<file path="config.mk">
export PLATFORM = sky130hd
export DESIGN_NAME = mc_datapath
export DESIGN_NICKNAME = d
export VERILOG_FILES = /design/src/rtl/mc_datapath_pkg.sv /design/src/rtl/mc_datapath_regfile32.sv /design/src/rtl/mc_datapath.sv
export SDC_FILE = /design/constraint.sdc
export NUM_CORES = 2
export LEC_CHECK = 0
export BUFFER_PORTS_ARGS = -buffer_cell sky130_fd_sc_hd__buf_2
export CAP_MARGIN = 25
export CORE_UTILIZATION = 38
export CTS_CLUSTER_SIZE = 12
export DETAILED_ROUTE_END_ITERATION = 8
export PLACE_DENSITY = 0.57
export SLEW_MARGIN = 20
export SYNTH_ARGS = -nofsm -noshare
export SYNTH_HDL_FRONTEND = slang
export SYNTH_SLANG_ARGS = --single-unit
</file>
<file path="constraint.sdc">
create_clock -name clk -period 69.3 [get_ports clk]
set_clock_uncertainty 0.15 [all_clocks]
set_input_delay 3.465 -clock clk [delete_from_list [all_inputs] [get_ports clk]]
set_output_delay 3.465 -clock clk [all_outputs]
set_load 0.005 [all_outputs]
</file>
<file path="src/rtl/mc_datapath_pkg.sv">
// Shared encodings and constants for the multicycle RISC-V datapath (mc_datapath).
package mc_datapath_pkg;

    localparam int          NUM_REGS         = 32;
    localparam logic [31:0] RESET_PC_DEFAULT = 32'h0000_0000;

    typedef enum logic [2:0] {
        ALU_ADD = 3'b000,
        ALU_SUB = 3'b001,
        ALU_AND = 3'b010,
        ALU_OR  = 3'b011,
        ALU_SLT = 3'b101
    } alu_ctl_e;

    typedef enum logic [1:0] {
        IMM_I = 2'b00,
        IMM_S = 2'b01,
        IMM_B = 2'b10,
        IMM_J = 2'b11
    } imm_src_e;

    typedef enum logic [1:0] {
        SRCA_PC    = 2'b00,
        SRCA_OLDPC = 2'b01,
        SRCA_A     = 2'b10,
        SRCA_ZERO  = 2'b11
    } src_a_e;

    typedef enum logic [1:0] {
        SRCB_B    = 2'b00,
        SRCB_IMM  = 2'b01,
        SRCB_FOUR = 2'b10,
        SRCB_ZERO = 2'b11
    } src_b_e;

    typedef enum logic [1:0] {
        RES_ALUOUT    = 2'b00,
        RES_DATA      = 2'b01,
        RES_ALURESULT = 2'b10,
        RES_ZERO      = 2'b11
    } result_src_e;

endpackage

</file>
<file path="src/rtl/mc_datapath_regfile32.sv">
// 32x32 register file: two combinational read ports, one synchronous write port, x0 hardwired to zero.
module regfile32
    import mc_datapath_pkg::*;
(
    input  logic        clk,
    input  logic        reset,
    input  logic        we,
    input  logic [4:0]  ra1,
    input  logic [4:0]  ra2,
    input  logic [4:0]  wa,
    input  logic [31:0] wd,
    output logic [31:0] rd1,
    output logic [31:0] rd2
);

    logic [31:0] regs_q [NUM_REGS];
    logic [31:0] regs_d [NUM_REGS];

    always_comb begin
        regs_d = regs_q;
        if (we && (wa != 5'd0)) begin
            regs_d[wa] = wd;
        end
    end

    always_ff @(posedge clk or posedge reset) begin
        if (reset) begin
            for (int i = 0; i < NUM_REGS; i++) begin
                regs_q[i] <= '0;
            end
        end else begin
            regs_q <= regs_d;
        end
    end

    // Reads see the pre-edge contents; a write in the same cycle is not forwarded.
    assign rd1 = (ra1 == 5'd0) ? 32'h0 : regs_q[ra1];
    assign rd2 = (ra2 == 5'd0) ? 32'h0 : regs_q[ra2];

endmodule

</file>
<file path="src/rtl/mc_datapath.sv">
// Multicycle RISC-V datapath: PC/IR/operand registers, inline extend, ALU and muxes.
// Optional signed set-less-than on ALUControl=101 when MC_DATAPATH_SLT_EN is defined.
module mc_datapath
    import mc_datapath_pkg::*;
#(
    parameter logic [31:0] RESET_PC = RESET_PC_DEFAULT
)
(
    input  logic        clk,
    input  logic        reset,
    input  logic [1:0]  ImmSrc,
    input  logic [1:0]  ALUSrcA,
    input  logic [1:0]  ALUSrcB,
    input  logic [1:0]  ResultSrc,
    input  logic        AdrSrc,
    input  logic [2:0]  ALUControl,
    input  logic        IRWrite,
    input  logic        PCWrite,
    input  logic        RegWrite,
    input  logic [31:0] ReadData,
    output logic [6:0]  op,
    output logic [2:0]  funct3,
    output logic        funct7b5,
    output logic        Zero,
    output logic [31:0] Adr,
    output logic [31:0] WriteData
);

    logic [31:0] pc_q, pc_d;
    logic [31:0] old_pc_q, old_pc_d;
    logic [31:0] instr_q, instr_d;
    logic [31:0] data_q, data_d;
    logic [31:0] a_q, a_d;
    logic [31:0] b_q, b_d;
    logic [31:0] alu_out_q, alu_out_d;

    logic [31:0] rd1, rd2;
    logic [31:0] imm_ext;
    logic [31:0] src_a, src_b;
    logic [31:0] alu_result;
    logic [31:0] result;

`ifdef MC_DATAPATH_SLT_EN
    function automatic logic slt_signed(input logic signed [31:0] x, input logic signed [31:0] y);
        return x < y;
    endfunction
`endif

    regfile32 u_regfile (
        .clk   (clk),
        .reset (reset),
        .we    (RegWrite),
        .ra1   (instr_q[19:15]),
        .ra2   (instr_q[24:20]),
        .wa    (instr_q[11:7]),
        .wd    (result),
        .rd1   (rd1),
        .rd2   (rd2)
    );

    always_comb begin
        imm_ext = '0;
        case (imm_src_e'(ImmSrc))
            IMM_I: imm_ext = {{20{instr_q[31]}}, instr_q[31:20]};
            IMM_S: imm_ext = {{20{instr_q[31]}}, instr_q[31:25], instr_q[11:7]};
            IMM_B: imm_ext = {{20{instr_q[31]}}, instr_q[7], instr_q[30:25], instr_q[11:8], 1'b0};
            IMM_J: imm_ext = {{12{instr_q[31]}}, instr_q[19:12], instr_q[20], instr_q[30:21], 1'b0};
        endcase
    end

    always_comb begin
        src_a = '0;
        case (src_a_e'(ALUSrcA))
            SRCA_PC:    src_a = pc_q;
            SRCA_OLDPC: src_a = old_pc_q;
            SRCA_A:     src_a = a_q;
            SRCA_ZERO:  src_a = 32'h0;
        endcase
    end

    always_comb begin
        src_b = '0;
        case (src_b_e'(ALUSrcB))
            SRCB_B:    src_b = b_q;
            SRCB_IMM:  src_b = imm_ext;
            SRCB_FOUR: src_b = 32'd4;
            SRCB_ZERO: src_b = 32'h0;
        endcase
    end

    // Add/sub wrap modulo 2^32; unassigned codes produce zero.
    always_comb begin
        alu_result = '0;
        case (alu_ctl_e'(ALUControl))
            ALU_ADD: alu_result = src_a + src_b;
            ALU_SUB: alu_result = src_a - src_b;
            ALU_AND: alu_result = src_a & src_b;
            ALU_OR:  alu_result = src_a | src_b;
`ifdef MC_DATAPATH_SLT_EN
            ALU_SLT: alu_result = {31'b0, slt_signed(src_a, src_b)};
`endif
            default: alu_result = '0;
        endcase
    end

    always_comb begin
        result = '0;
        case (result_src_e'(ResultSrc))
            RES_ALUOUT:    result = alu_out_q;
            RES_DATA:      result = data_q;
            RES_ALURESULT: result = alu_result;
            RES_ZERO:      result = 32'h0;
        endcase
    end

    always_comb begin
        pc_d      = PCWrite ? result : pc_q;
        old_pc_d  = IRWrite ? pc_q : old_pc_q;
        instr_d   = IRWrite ? ReadData : instr_q;
        data_d    = ReadData;
        a_d       = rd1;
        b_d       = rd2;
        alu_out_d = alu_result;
    end

    always_ff @(posedge clk or posedge reset) begin
        if (reset) begin
            pc_q      <= RESET_PC;
            old_pc_q  <= '0;
            instr_q   <= '0;
            data_q    <= '0;
            a_q       <= '0;
            b_q       <= '0;
            alu_out_q <= '0;
        end else begin
            pc_q      <= pc_d;
            old_pc_q  <= old_pc_d;
            instr_q   <= instr_d;
            data_q    <= data_d;
            a_q       <= a_d;
            b_q       <= b_d;
            alu_out_q <= alu_out_d;
        end
    end

    // While in reset the address bus presents the reset vector regardless of AdrSrc.
    assign Adr       = reset ? RESET_PC : (AdrSrc ? result : pc_q);
    assign WriteData = b_q;
    assign Zero      = (alu_result == 32'h0);
    assign op        = instr_q[6:0];
    assign funct3    = instr_q[14:12];
    assign funct7b5  = instr_q[30];

endmodule

</file>
==> qor.csv <==
stage;metric;value;unit
critical_path;Critical Path Source Type;primary input;
finish;P&R area growth vs syn;11.6;%
synthesis;Main synth FF type;dfrtp_1;
synthesis;Yosys warning count;0;
synthesis;Post-Synth Simple-Gate Area;9.69;%
die;initial core utilization;38.3;%
placed_design;detailed placement HPWL;143000;um
timing;relative slew slack;22.9;%
timing;WHS;0.244;ns
clocking;Hold Buf Count CTS;0;
power;Clock Power Share;28.5;%
finish;nets;5852;
timing;max-slew violations;0;
power;maximum vdd drop;0.0000215;V
clocking;Worst-path clk slew;0.05;ns
grt;number of global-route vias before repair;48017;
clocking;CTS-repair resized insts;0;
timing;RSZ-0062 raised after global routing;no;
power;switch share;33.2;%
synthesis;async set or reset register ratio after synthesis;100;%
critical_path;Required @ worst endpoint;65.69;ns
die;Die Y;415;um
placed_design;Placer Congestion;0.941;
grt;total track usage;26.6;%
die;num rows;151;
routing;initial drt markers;5002;
routing;post-DR wirelength/cell;28.4;um
power;Gate power share;28.7;%
synthesis;post-synthesis register bit count;1248;
placed_design;number of buffers added on ports;124;
routing;DRC errors left;0;
clocking;CTS tree;yes;
synthesis;syn_area_per_cell;10.9;sq um
critical_path;Worst setup EP type;primary output;
timing;min Tclk post-route;14.31;ns
clocking;setup bufs post-CTS;0;
synthesis;largest family of logic cells by synthesized area;multiplexers;
die;die area;0.172;sq mm
grt;first-pass GRT wire length;337000;um
timing;f_max;69.9;MHz
synthesis;Syn Inst Count;5945;
power;Pint;1790;uW
synthesis;Post-Synth Adder-Cell Area;1.10;%
routing;routed vias;48823;
synthesis;post-synthesis cell type count;95;
die;Die Wd;415;um
critical_path;crit-path max FO;45;
grt;Congestion Overflow GR;0;
synthesis;syn nets;6033;
clocking;CTS root buf;clkbuf_16;
power;Psw;892;uW
timing;final setup fails;0;
routing;Vias/cell;6.03;
timing;final hold violations;0;
synthesis;multiplexer share of the synthesized area;22.6;%
routing;count of antenna-violating nets left after detailed routing;0;
clocking;CTS Buf Count;140;
synthesis;Seq/Total Area, Yosys;48.1;%
timing;setup TNS;0;ns
finish;post-layout util;42.8;%
die;Core ar.;0.169;sq mm
synthesis;Post-synth EDFFs;0;
power;Final Total Pwr;2690;uW
clocking;H-tree levels;4;
grt;largest net degree at the start of global routing;175;
synthesis;Synth Area in Compound Gates;14.1;%
grt;initial antenna violation count;14;
clocking;CTS max path bufs;3;
timing;fin crit share;20.7;%
status;status;finished, final reports clean;
clocking;clock sinks;1248;
critical_path;data arrival time of the worst path;10.70;ns
finish;Final Instance Area;0.0725;sq mm
job;Max-Cap Viols;0;
power;Seq pwr share;42.8;%
finish;fill count;15711;
synthesis;xor/xnor share of the synthesized area;0.528;%
routing;aggregate routed wire length;230000;um
finish;share of layout cells above drive strength 1;21.5;%
power;pwr dens;37.1;mW/mm^2
critical_path;WS Path Type;primary input to primary output;
min_path;worst min path class;register to register;
die;I/O pin count;125;
power;Lkg Pwr;0.0304;uW
placed_design;DP Area;0.0675;sq mm
clocking;worst skew pair latency;0.79;ns
timing;actual slew at the worst max-slew pin;1.15;ns
routing;Pre-Repair DR Iteration Count;6;
synthesis;post-synthesis cell area;0.0649;sq mm
[registers in the layout, summed over array words and instances (netlist names)]
| register | cells |
|---|---|
| instr_q | 32 |
| alu_out_q | 32 |
| pc_q | 32 |
| u_regfile.regs_q | 1024 |
| WriteData | 32 |
| old_pc_q | 32 |
| a_q | 32 |
| data_q | 32 |
[layer usage]
layer  global-route usage (%)  wire length, um
met4                     12.1            11100
met5                        0               45
met1                     35.9            95700
met3                     5.59            17900
met2                     41.1           105000
[metrics by stage]
step,setup WS [ns],cells
3_5_place_dp,55.15,7831
5_1_grt,54.47,8095
6_report,54.99,8097
2_1_floorplan,30.30,5945
4_1_cts,55.11,8083
3_3_place_gp,55.02,7828
[cells by family after synthesis]
kind of cell    Yosys count
fa+ha+maj                61
buf+inv                 632
compound gates         1569
flops                  1248
simple gates           1553
mux                     845
xor+xnor                 37
[cells in the final DEF, fill, tap and decap left out, types with 9 or more instances in the layout]
cell / n
clkbuf_16: 146
o221ai_1: 42
a21o_1: 9
clkbuf_1: 34
nor3_1: 48
clkinv_2: 12
nand2_1: 517
a211oi_1: 52
xnor2_1: 15
nor2_1: 819
dfrtp_1: 1238
a211o_1: 26
a31oi_1: 12
nor2_4: 17
nand2b_1: 11
buf_4: 138
a21oi_2: 48
dfrtp_4: 10
inv_1: 31
a21oi_1: 658
ha_1: 38
a21oi_4: 9
mux2_2: 139
clkbuf_8: 44
mux4_2: 482
o22ai_1: 63
o21ai_0: 479
nand2_2: 15
nand3b_1: 9
a221oi_1: 43
xor2_1: 21
mux2i_1: 224
nand4_1: 12
a22o_1: 21
maj3_1: 22
o21a_1: 9
nand3_1: 21
buf_2: 124
[critical path: stages]
cell       delay, ns
buf_2           0.63
or2b_1          0.28
mux2i_1         0.17
or2_1           0.20
ha_1            0.24
nand4_1         0.27
nor4_1          0.57
nand2_1         0.17
nor4_2          0.57
a21oi_1         0.14
a21oi_1         0.15
a31oi_1         0.06
ha_1            0.36
and3_1          0.30
nand3_1         0.21
a2111oi_0       0.79
o21ai_0         0.22
o311ai_0        0.94
a21oi_2         0.11
buf_4           0.29
a211oi_1        0.34
buf_2           0.17
[final cells by class]
class	instances	area (sq um)	share of cell area (%)
diodes	5	12.5	0.0173
inverters	32	128	0.176
clock inverters	28	327	0.451
multi-input cells	4065	31600	43.6
flip-flops and latches	1248	31300	43.2
repair buffers	277	1990	2.74
clock buffers	224	4390	6.05
well taps	2218	2780	3.83
[power groups by stage]
| stage | combinational, uW | sequential (uW) | clock, uW |
|---|---|---|---|
| floorplan | 586 | 1090 | 0 |
| global placement | 748 | 1140 | 0 |
| global route | 841 | 1180 | 801 |
| finish | 771 | 1150 | 765 |
| CTS | 765 | 1140 | 775 |
| detailed placement | 762 | 1160 | 0 |
[synthesized netlist by cell type, drive strengths merged, types with 7 or more instances]
| master | number | share of area (%) |
|---|---|---|
| or2 | 10 | 0.096 |
| a31oi | 12 | 0.12 |
| ha | 38 | 0.73 |
| nand2b | 11 | 0.11 |
| o21a | 9 | 0.10 |
| nand2 | 534 | 3.1 |
| inv | 32 | 0.19 |
| xnor2 | 16 | 0.24 |
| o221ai | 43 | 0.58 |
| o211ai | 9 | 0.11 |
| buf | 120 | 0.94 |
| a221oi | 43 | 0.58 |
| and3 | 8 | 0.077 |
| nand3b | 9 | 0.10 |
| a21o | 9 | 0.10 |
| and2 | 7 | 0.067 |
| or3 | 8 | 0.077 |
| nor3 | 52 | 0.42 |
| mux2 | 139 | 2.4 |
| nor2 | 836 | 4.8 |
| nor4 | 9 | 0.096 |
| nand4 | 14 | 0.15 |
| o2bb2ai | 8 | 0.11 |
| o22ai | 63 | 0.61 |
| dfrtp | 1248 | 48 |
| a211oi | 60 | 0.70 |
| clkbuf | 480 | 2.8 |
| o21ai | 487 | 3.8 |
| maj3 | 22 | 0.34 |
| nand3 | 22 | 0.18 |
| o31ai | 7 | 0.081 |
| xor2 | 21 | 0.28 |
| nor2b | 7 | 0.067 |
| a22o | 21 | 0.28 |
| mux2i | 224 | 3.5 |
| mux4 | 482 | 17 |
| a21oi | 715 | 5.7 |
| a211o | 26 | 0.35 |
[path summary, 6_finish.rpt]
kind                                       start                    end  slack (ns)  depth (start not counted)
max in group asynchronous                  reset  u_regfile.regs_q[714]       62.82                          7
setup / recovery                      ALUSrcB[0]                Adr[28]       54.99                         22
setup reg to reg                     instr_q[20]  u_regfile.regs_q[700]       61.89                         21
hold reg to reg            u_regfile.regs_q[996]  u_regfile.regs_q[996]        0.24                          0
min in group asynchronous                  reset               pc_q[25]        2.85                          3
hold / removal             u_regfile.regs_q[996]  u_regfile.regs_q[996]        0.24                          0
Note: power is estimated with default switching activity, not from simulation.
